## config.mk

```make
export PLATFORM = sky130hd
export DESIGN_NAME = pwm_capture
export DESIGN_NICKNAME = d
export VERILOG_FILES = /design/src/rtl/pwm_pkg.sv /design/src/rtl/pwm_edge_sync.sv /design/src/rtl/pwm_capture.sv
export SDC_FILE = /design/constraint.sdc
export NUM_CORES = 1
export LEC_CHECK = 0
export CAP_MARGIN = 20
export CORE_UTILIZATION = 55
export DETAILED_ROUTE_END_ITERATION = 10
export HOLD_SLACK_MARGIN = 0.1
export PLACE_DENSITY = 0.8
export SYNTH_ARGS = -nofsm -noshare
export SYNTH_HDL_FRONTEND = slang
export SYNTH_HIERARCHICAL = 1
export SYNTH_SLANG_ARGS = --single-unit
```

## constraint.sdc

```tcl
create_clock -name clk -period 4.1 [get_ports clk]
set_clock_uncertainty 0.05 [all_clocks]
set_input_delay 0.41 -clock clk [delete_from_list [all_inputs] [get_ports clk]]
set_output_delay 0.41 -clock clk [all_outputs]
set_load 0.05 [all_outputs]
```

## src/rtl/pwm_pkg.sv

```systemverilog
// ---------------------------------------------------------------------------
// pwm_pkg
// Shared definitions for the PWM generator / capture pair.
//   CNT_W_DEFAULT : default counter and measurement width
//   cap_state_t   : capture state machine encoding
//   is_measuring  : true in the states where an edge is being timed
// ---------------------------------------------------------------------------
package pwm_pkg;

    localparam int CNT_W_DEFAULT = 16;

    typedef enum logic [1:0] {
        IDLE = 2'd0,
        SYNC = 2'd1,
        HIGH = 2'd2,
        LOW  = 2'd3
    } cap_state_t;

    function automatic logic is_measuring(input cap_state_t s);
        return (s == HIGH) || (s == LOW);
    endfunction

endpackage

```

## src/rtl/pwm_edge_sync.sv

```systemverilog
// ---------------------------------------------------------------------------
// pwm_edge_sync
// Two-flop synchronizer for the asynchronous PWM pin followed by an edge
// register. Both strobes come from the same pair of flops, so rising and
// falling edges see identical delay and measured durations stay exact.
//   clk    in  : peripheral clock
//   rst    in  : asynchronous reset, active-high
//   pwm_in in  : raw pin input
//   level  out : synchronized input level
//   rise   out : single-cycle strobe on a synchronized 0->1 transition
//   fall   out : single-cycle strobe on a synchronized 1->0 transition
// ---------------------------------------------------------------------------
module pwm_edge_sync (
    input  logic clk,
    input  logic rst,
    input  logic pwm_in,
    output logic level,
    output logic rise,
    output logic fall
);

    logic meta_reg;
    logic sync_reg;
    logic prev_reg;

    always_ff @(posedge clk or posedge rst) begin
        if (rst) begin
            meta_reg <= 1'b0;
            sync_reg <= 1'b0;
            prev_reg <= 1'b0;
        end else begin
            meta_reg <= pwm_in;
            sync_reg <= meta_reg;
            prev_reg <= sync_reg;
        end
    end

    assign level = sync_reg;
    assign rise  = sync_reg & ~prev_reg;
    assign fall  = ~sync_reg & prev_reg;

endmodule

```

## src/rtl/pwm_capture.sv

```systemverilog
// ---------------------------------------------------------------------------
// pwm_capture
// Measures period (rise to rise) and high time of an incoming PWM signal in
// clock cycles and publishes one measurement per complete period. Flags a
// stuck input when the cycle counter saturates while an edge is expected.
//   clk         in  : peripheral clock
//   rst         in  : asynchronous reset, active-high
//   pwm_in      in  : asynchronous PWM input from the pin
//   capture_en  in  : measurement enable
//   timeout_clr in  : single-cycle pulse clearing timeout
//   meas_period out : last complete period in cycles
//   meas_high   out : high time of that same period in cycles
//   meas_valid  out : single-cycle pulse when meas_period/meas_high update
//   timeout     out : sticky stuck-input flag
//   stuck_level out : synchronized input level when timeout was set
// ---------------------------------------------------------------------------
module pwm_capture
    import pwm_pkg::*;
#(
    parameter int CNT_W = CNT_W_DEFAULT
) (
    input  logic             clk,
    input  logic             rst,
    input  logic             pwm_in,
    input  logic             capture_en,
    input  logic             timeout_clr,
    output logic [CNT_W-1:0] meas_period,
    output logic [CNT_W-1:0] meas_high,
    output logic             meas_valid,
    output logic             timeout,
    output logic             stuck_level
);

    logic level;
    logic rise;
    logic fall;

    pwm_edge_sync u_edge_sync (
        .clk    (clk),
        .rst    (rst),
        .pwm_in (pwm_in),
        .level  (level),
        .rise   (rise),
        .fall   (fall)
    );

    cap_state_t       state_reg;
    cap_state_t       state_next;
    logic [CNT_W-1:0] cnt_reg;
    logic [CNT_W-1:0] high_tmp_reg;
    logic [CNT_W-1:0] meas_period_reg;
    logic [CNT_W-1:0] meas_high_reg;
    logic             meas_valid_reg;
    logic             timeout_reg;
    logic             stuck_level_reg;

    logic cnt_max;
    logic take_high;
    logic take_period;
    logic set_timeout;

    // Saturated counter means the expected edge is overdue. Because the
    // timeout takes priority over a coincident edge, cnt+1 never wraps.
    assign cnt_max = &cnt_reg;

    // State register
    always_ff @(posedge clk or posedge rst) begin
        if (rst) begin
            state_reg <= IDLE;
        end else begin
            state_reg <= state_next;
        end
    end

    // Next-state logic
    always_comb begin
        state_next = state_reg;
        if (!capture_en) begin
            state_next = IDLE;
        end else begin
            case (state_reg)
                IDLE: state_next = SYNC;
                SYNC: if (rise) state_next = HIGH;
                HIGH: begin
                    if (cnt_max)   state_next = SYNC;
                    else if (fall) state_next = LOW;
                end
                LOW: begin
                    if (cnt_max)   state_next = SYNC;
                    else if (rise) state_next = HIGH;
                end
                default: state_next = IDLE;
            endcase
        end
    end

    // Output decode: strobes are acted on only in the state that expects them
    always_comb begin
        take_high   = 1'b0;
        take_period = 1'b0;
        set_timeout = 1'b0;
        if (capture_en) begin
            set_timeout = is_measuring(state_reg) && cnt_max;
            take_high   = (state_reg == HIGH) && !cnt_max && fall;
            take_period = (state_reg == LOW)  && !cnt_max && rise;
        end
    end

    // Cycle counter: cleared on every rise, saturating, parked at 0 in IDLE
    always_ff @(posedge clk or posedge rst) begin
        if (rst) begin
            cnt_reg <= '0;
        end else if (state_reg == IDLE) begin
            cnt_reg <= '0;
        end else if (rise) begin
            cnt_reg <= '0;
        end else if (!cnt_max) begin
            cnt_reg <= cnt_reg + 1'b1;
        end
    end

    // Measurement registers
    always_ff @(posedge clk or posedge rst) begin
        if (rst) begin
            high_tmp_reg    <= '0;
            meas_period_reg <= '0;
            meas_high_reg   <= '0;
            meas_valid_reg  <= 1'b0;
        end else begin
            meas_valid_reg <= take_period;
            if (take_high) begin
                high_tmp_reg <= cnt_reg + 1'b1;
            end
            if (take_period) begin
                meas_period_reg <= cnt_reg + 1'b1;
                meas_high_reg   <= high_tmp_reg;
            end
        end
    end

    // Sticky timeout; a set in the same cycle as a clear wins
    always_ff @(posedge clk or posedge rst) begin
        if (rst) begin
            timeout_reg     <= 1'b0;
            stuck_level_reg <= 1'b0;
        end else begin
            if (set_timeout) begin
                timeout_reg     <= 1'b1;
                stuck_level_reg <= level;
            end else if (timeout_clr) begin
                timeout_reg <= 1'b0;
            end
        end
    end

    assign meas_period = meas_period_reg;
    assign meas_high   = meas_high_reg;
    assign meas_valid  = meas_valid_reg;
    assign timeout     = timeout_reg;
    assign stuck_level = stuck_level_reg;

endmodule

```

==> results of run 1 <==
==> worst paths after layout <==
check                                                    start  slack (ns)                             end  cells past startpoint
worst max-delay path                    cnt_reg[0]$_DFFE_PP0P_        1.48         stuck_level$_DFFE_PP0P_                      6
worst min-delay path                                       rst        0.22  u_edge_sync/prev_reg$_DFF_PP0_                      2
worst max register to register          cnt_reg[0]$_DFFE_PP0P_        1.48         stuck_level$_DFFE_PP0P_                      6
worst min register to register  u_edge_sync/meta_reg$_DFF_PP0_        0.31     u_edge_sync/level$_DFF_PP0_                      0
max in group asynchronous                                  rst        2.60        meas_high[4]$_DFFE_PP0P_                      3
min in group clk                u_edge_sync/meta_reg$_DFF_PP0_        0.31     u_edge_sync/level$_DFF_PP0_                      0
==> synth_stat cells (2+ instances only) <==
cell / n / area share, %
inv_1: 6 / 0.80
mux2_1: 17 / 6.8
mux2_2: 2 / 0.80
xor2_1: 8 / 2.5
nor2_1: 38 / 5.1
buf_2: 3 / 0.53
nor2b_1: 2 / 0.44
dfrtp_1: 72 / 64
a21oi_1: 46 / 8.2
xnor2_1: 7 / 2.2
nor3_1: 2 / 0.36
nand4_1: 3 / 0.67
nand3_1: 7 / 1.2
nand2_1: 8 / 1.1
clkbuf_1: 5 / 0.67
buf_4: 2 / 0.53
and3_1: 2 / 0.44
==> critical path: stages (launching register included) <==
cell	delay, ns
dfrtp_1	0.45
ha_1	0.27
nand4_2	0.18
nor2_1	0.35
nand3_1	0.58
nor2_1	0.29
mux2_2	0.35
==> where the power goes <==
group          switching [mW]  internal (mW)  total (mW)
Sequential             0.0421          0.788       0.830
Clock                   0.250          0.394       0.643
Combinational           0.211          0.110       0.321
Total                   0.503           1.29        1.79
==> area by class of cell <==
cell class | instances | share of cell area (%)
well taps | 67 | 2.39
clock inverters | 2 | 1.71
clock buffers | 14 | 4.92
multi-input cells | 152 | 27.1
flip-flops and latches | 72 | 51.3
repair buffers | 43 | 12.0
inverters | 6 | 0.641
==> logic make-up (layout without fill, tap and decap cells) <==
group	after synthesis	count (layout)	synth area share, %
AO/OA/AOI/OAI	50	50	9.25
XOR/XNOR	15	15	4.67
adder cells (fa/ha/maj)	1	1	0.445
buffers and inverters	16	65	2.54
flip-flops	72	72	64.1
multiplexers	19	19	7.61
AND/OR/NAND/NOR	67	67	11.4
==> layout by cell type, fill, tap and decap left out, drive strengths merged, types with 2 or more instances in the layout <==
cell type	count
dfrtp	72
a21oi	46
clkdlybuf4s50	39
nor2	38
mux2	19
clkbuf	14
nand2	8
xor2	8
xnor2	7
nand3	7
inv	6
buf	4
nand4	4
and3	2
nor2b	2
bufinv	2
nor3	2
==> per-stage QoR <==
stage	hold WS (ns)	util, %	cell area (sq um)
3_5_place_dp	0.290	67.9	3270
3_3_place_gp	0.291	67.9	3270
4_1_cts	0.213	72.8	3500
6_report	0.220	72.9	3510
5_1_grt	0.251	72.9	3510
2_1_floorplan	0.114	-	2810
==> routing by layer <==
metal	global-route usage, %	routed length (um)	up-vias	share of wire, %
li1	-	-	907	-
met1	30.3	2420	963	46
met2	34.8	2580	44	49
met3	5.49	215	11	4.1
met4	13.0	100	0	1.9
met5	0	0	-	0
==> reports/results.ini, run 1 <==
[yosys]
postSynth.asyncResetShare_pct = 100
synth_cell_types = 27
seq_area_frac_synth_pct = 64.1
synth_edf_count = 0
ys_warn_count = 6
syn_nets = 246
synth_cells = 240
synth.cell_area_sq_um = 2810
yosys_most_used_dff = dfrtp_1
ys_ff_latch = 72
syn_area_per_cell_sq_um = 11.7

[place]
place_congestion = 0.830
dp_hpwl_mm = 3.34
place_inst = 339
port_buffers = 39
pre_cts_slack_ns = 1.57

[clocking]
cts_resized = 0
clkTransAtPathRegs_ns = 0.07
htreeDepth = 3
cts.sinks = 72
cts_buffer_depth = 2
cts-hold-fix-buffers = 0
cts_buffers = 9
clk_latency_ns = 0.34
cts_root_buf = clkbuf_8
cts_setup_buffers = 0
cts_tree = built

[floorplanning]
initial_core_util_pct = 58.4
die_w_um = 73.5
core_sq_um = 4820
rows = 25
die-height_um = 73.5
design.portCount = 40
die_area_sq_um = 5400

[timing]
period_needed_ns = 2.62
max_slew_margin_pct = 45.9
setup_tns_ns = 0
setup_viol = 0
rsz0062_at_grt = false
tightestPinTransition_ns = 0.811
hold_viol = 0
post-route-period-util_pct = 64.0
timing.final.ws_setup_ns = 1.48
drv_slew = 0
fmax_ghz = 0.381

[worst_setup_path]
cp.required_ns = 4.27
crit_fanout = 17
worstPathArrival_ns = 2.80
startpoint_type = flip-flop
critPathKind = flip-flop to flip-flop
end_kind = flip-flop

[route]
routed_wl_mm = 5.31
vias_per_cell = 5.41
drc = 0
detail_route.wl_per_cell_um = 14.9
dr.pass1.iters = 4
vias = 1925
ant_nets = 0
drtIter0Drc = 116

[layout]
drive_above_1_share_pct = 9.00
nNetsFinal = 290
seqCellArea_sq_um = 1800
syn_to_final_growth_pct = 24.9
post_layout_nonfiller_instances = 356
multi_input_area_sq_um = 951
num_antenna_cells = 0
fill_cells = 351

[global_routing]
grt_max_degree = 49
grt_pass1_wl_mm = 8.94
grtUsageTotal_pct = 22.9
grt_pass1_vias = 1925
grt_overflow = 0
antenna_found_initial = 0

[power]
total_power_mw = 1.79
leakagePower_nw = 1.63
power_density_nw_per_um2 = 511
peakVddDrop_uv = 308

[run]
maxCapViolCount = 0

[outcome]
outcome = finished, final reports clean

[hold_path]
hold_path_class = input port to async pin

Power figures use the tool's default switching activity.
==> run 2, diff against run 1 <==
--- a/config.mk
+++ b/config.mk
@@ -6,10 +6,10 @@
 export NUM_CORES = 1
 export LEC_CHECK = 0
 export CAP_MARGIN = 20
-export CORE_UTILIZATION = 55
+export CORE_UTILIZATION = 53
 export DETAILED_ROUTE_END_ITERATION = 10
 export HOLD_SLACK_MARGIN = 0.1
-export PLACE_DENSITY = 0.8
+export PLACE_DENSITY = 0.78
 export SYNTH_ARGS = -nofsm -noshare
 export SYNTH_HDL_FRONTEND = slang
 export SYNTH_HIERARCHICAL = 1
==> constraint.sdc (replaced) <==
create_clock -name clk -period 2.5 [get_ports clk]
set_clock_uncertainty 0.05 [all_clocks]
set_input_delay 0.25 -clock clk [delete_from_list [all_inputs] [get_ports clk]]
set_output_delay 0.25 -clock clk [all_outputs]
set_load 0.05 [all_outputs]
==> reports/results.ini, run 2 (synthesized netlist as in run 1, its figures left out) <==
[outcome]
outcome = finished, final reports clean  ; unchanged

[floorplanning]
die-height_um = 74.9  ; was 73.5 um
die_area_sq_um = 5600  ; was 5400 sq um
die_w_um = 74.9  ; was 73.5 um
rows = 26  ; was 25
core_sq_um = 5110  ; was 4820 sq um
initial_core_util_pct = 55.1  ; was 58.4%
design.portCount = 40  ; unchanged

[global_routing]
grtUsageTotal_pct = 21.1  ; was 22.9%
grt_pass1_wl_mm = 8.51  ; was 8.94 mm
antenna_found_initial = 0  ; unchanged
grt_pass1_vias = 1848  ; was 1925
grt_overflow = 0  ; unchanged
grt_max_degree = 70  ; was 49

[timing]
setup_tns_ns = 0  ; unchanged
tightestPinTransition_ns = 0.509  ; was 0.811 ns
hold_viol = 0  ; unchanged
holdWs_ns = 0.300  ; was 0.220 ns
rsz0062_at_grt = false  ; unchanged
setup_viol = 0  ; unchanged
post-route-period-util_pct = 88.5  ; was 64.0%
period_needed_ns = 2.21  ; was 2.62 ns
drv_slew = 0  ; unchanged
fmax_ghz = 0.452  ; was 0.381 GHz
max_slew_margin_pct = 66.0  ; was 45.9%

[layout]
syn_to_final_growth_pct = 24.2  ; was 24.9%
num_antenna_cells = 0  ; unchanged
mostFrequentLayoutCells = dfrtp_1 (72), a21oi_1 (46), clkdlybuf4s50_1 (39)  ; unchanged
drive_above_1_share_pct = 8.97  ; was 9.00%
fill_cells = 388  ; was 351
layout_commonest_cell = dfrtp_1  ; unchanged
nNetsFinal = 292  ; was 290
fin_area_sq_um = 3490  ; was 3510 sq um

[clocking]
clk_latency_ns = 0.34  ; about the same
htreeDepth = 3  ; unchanged
clkTransAtPathRegs_ns = 0.07  ; about the same
cts-hold-fix-buffers = 1  ; was 0
cts.sinks = 72  ; unchanged
cts_tree = built  ; unchanged
cts_resized = 0  ; unchanged
cts_buffers = 9  ; unchanged
cts_setup_buffers = 0  ; unchanged
cts_root_buf = clkbuf_8  ; unchanged
cts_buffer_depth = 2  ; unchanged

[route]
dr.pass1.iters = 5  ; was 4
vias_per_cell = 5.27  ; was 5.41
drc = 0  ; unchanged
ant_nets = 0  ; unchanged
routed_wl_mm = 5.08  ; was 5.31 mm
detail_route.wl_per_cell_um = 14.1  ; was 14.9 um
vias = 1898  ; was 1925
drtIter0Drc = 134  ; was 116

[worst_setup_path]
startpoint_type = flip-flop  ; unchanged
critPathKind = flip-flop to flip-flop  ; unchanged
end_kind = flip-flop  ; unchanged
critPathMaxStageDelay_ns = 0.50  ; was 0.58 ns
path_cells = ha_1, nand4_2, nor4_4, nor3_2, buf_12, mux2_1  ; was ha_1, nand4_2, nor2_1, nand3_1, nor2_1, mux2_2
worst-path-buf-inv = 1  ; was 0
cp.required_ns = 2.67  ; was 4.27 ns
critPathTopFamily = simple AND/OR/NAND/NOR gates  ; unchanged
worstPathArrival_ns = 2.38  ; was 2.80 ns
cp_slowest_cell = nor4_4  ; was nand3_1
crit_fanout = 48  ; was 17

[power]
power_density_nw_per_um2 = 758  ; was 511 nW/um^2
leakagePower_nw = 1.61  ; was 1.63 nW
peakVddDrop_uv = 533  ; was 308 uV
total_power_mw = 2.65  ; was 1.79 mW

[place]
port_buffers = 39  ; unchanged
dp_hpwl_mm = 3.41  ; was 3.34 mm
place_congestion = 0.784  ; was 0.830
post_dp_cell_area_sq_um = 3330  ; was 3270 sq um

[run]
maxCapViolCount = 0  ; unchanged

[hold_path]
hold_path_class = input port to flip-flop  ; was input port to async pin

[run 2: power breakdown]
| part | leakage [nW] | internal [mW] | total (mW) | switching (mW) |
|---|---|---|---|---|
| sequential | 0.967 | 1.29 | 1.37 | 0.0740 |
| clock | 0.0789 | 0.350 | 0.748 | 0.398 |
| combinational | 0.562 | 0.185 | 0.533 | 0.348 |
[run 2: area by class of cell]
class,instances,area [sq um],area share [%]
inverters,6,22.5,0.645
clock inverters,4,22.5,0.645
multi-input cells,152,951,27.2
well taps,70,87.6,2.51
repair buffers,45,475,13.6
clock buffers,11,131,3.76
flip-flops and latches,72,1800,51.6
[run 2: worst paths after layout]
check | startpoint | end | slack (ns) | cells past startpoint
min in group asynchronous | rst | u_edge_sync/meta_reg$_DFF_PP0_ | 0.63 | 3
setup reg to reg | cnt_reg[0]$_DFFE_PP0P_ | meas_high[14]$_DFFE_PP0P_ | 0.29 | 6
hold reg to reg | u_edge_sync/meta_reg$_DFF_PP0_ | u_edge_sync/level$_DFF_PP0_ | 0.31 | 0
max in group asynchronous | rst | high_tmp_reg[9]$_DFFE_PP0P_ | 1.26 | 4
setup / recovery | cnt_reg[0]$_DFFE_PP0P_ | meas_high[14]$_DFFE_PP0P_ | 0.29 | 6
hold / removal | pwm_in | u_edge_sync/meta_reg$_DFF_PP0_ | 0.30 | 1
[run 2: metrics by stage]
stage,util [%],setup slack (ns),std cells
final,68.4,0.288,360
after CTS,68.4,0.290,360
after detailed placement,65.2,0.308,344
after global routing,68.4,0.166,360
after floorplan,-,0.460,240
after global placement,65.2,0.371,344
[run 2: layer usage]
| metal | vias to the layer above | wire length, um | part of all wire, % | track usage (%) |
|---|---|---|---|---|
| met5 | - | 0 | 0 | 0 |
| met4 | 0 | 141 | 2.8 | 12.8 |
| met3 | 15 | 185 | 3.6 | 5.62 |
| met2 | 45 | 2390 | 47 | 30.2 |
| met1 | 929 | 2360 | 46 | 28.8 |
| li1 | 909 | - | - | - |
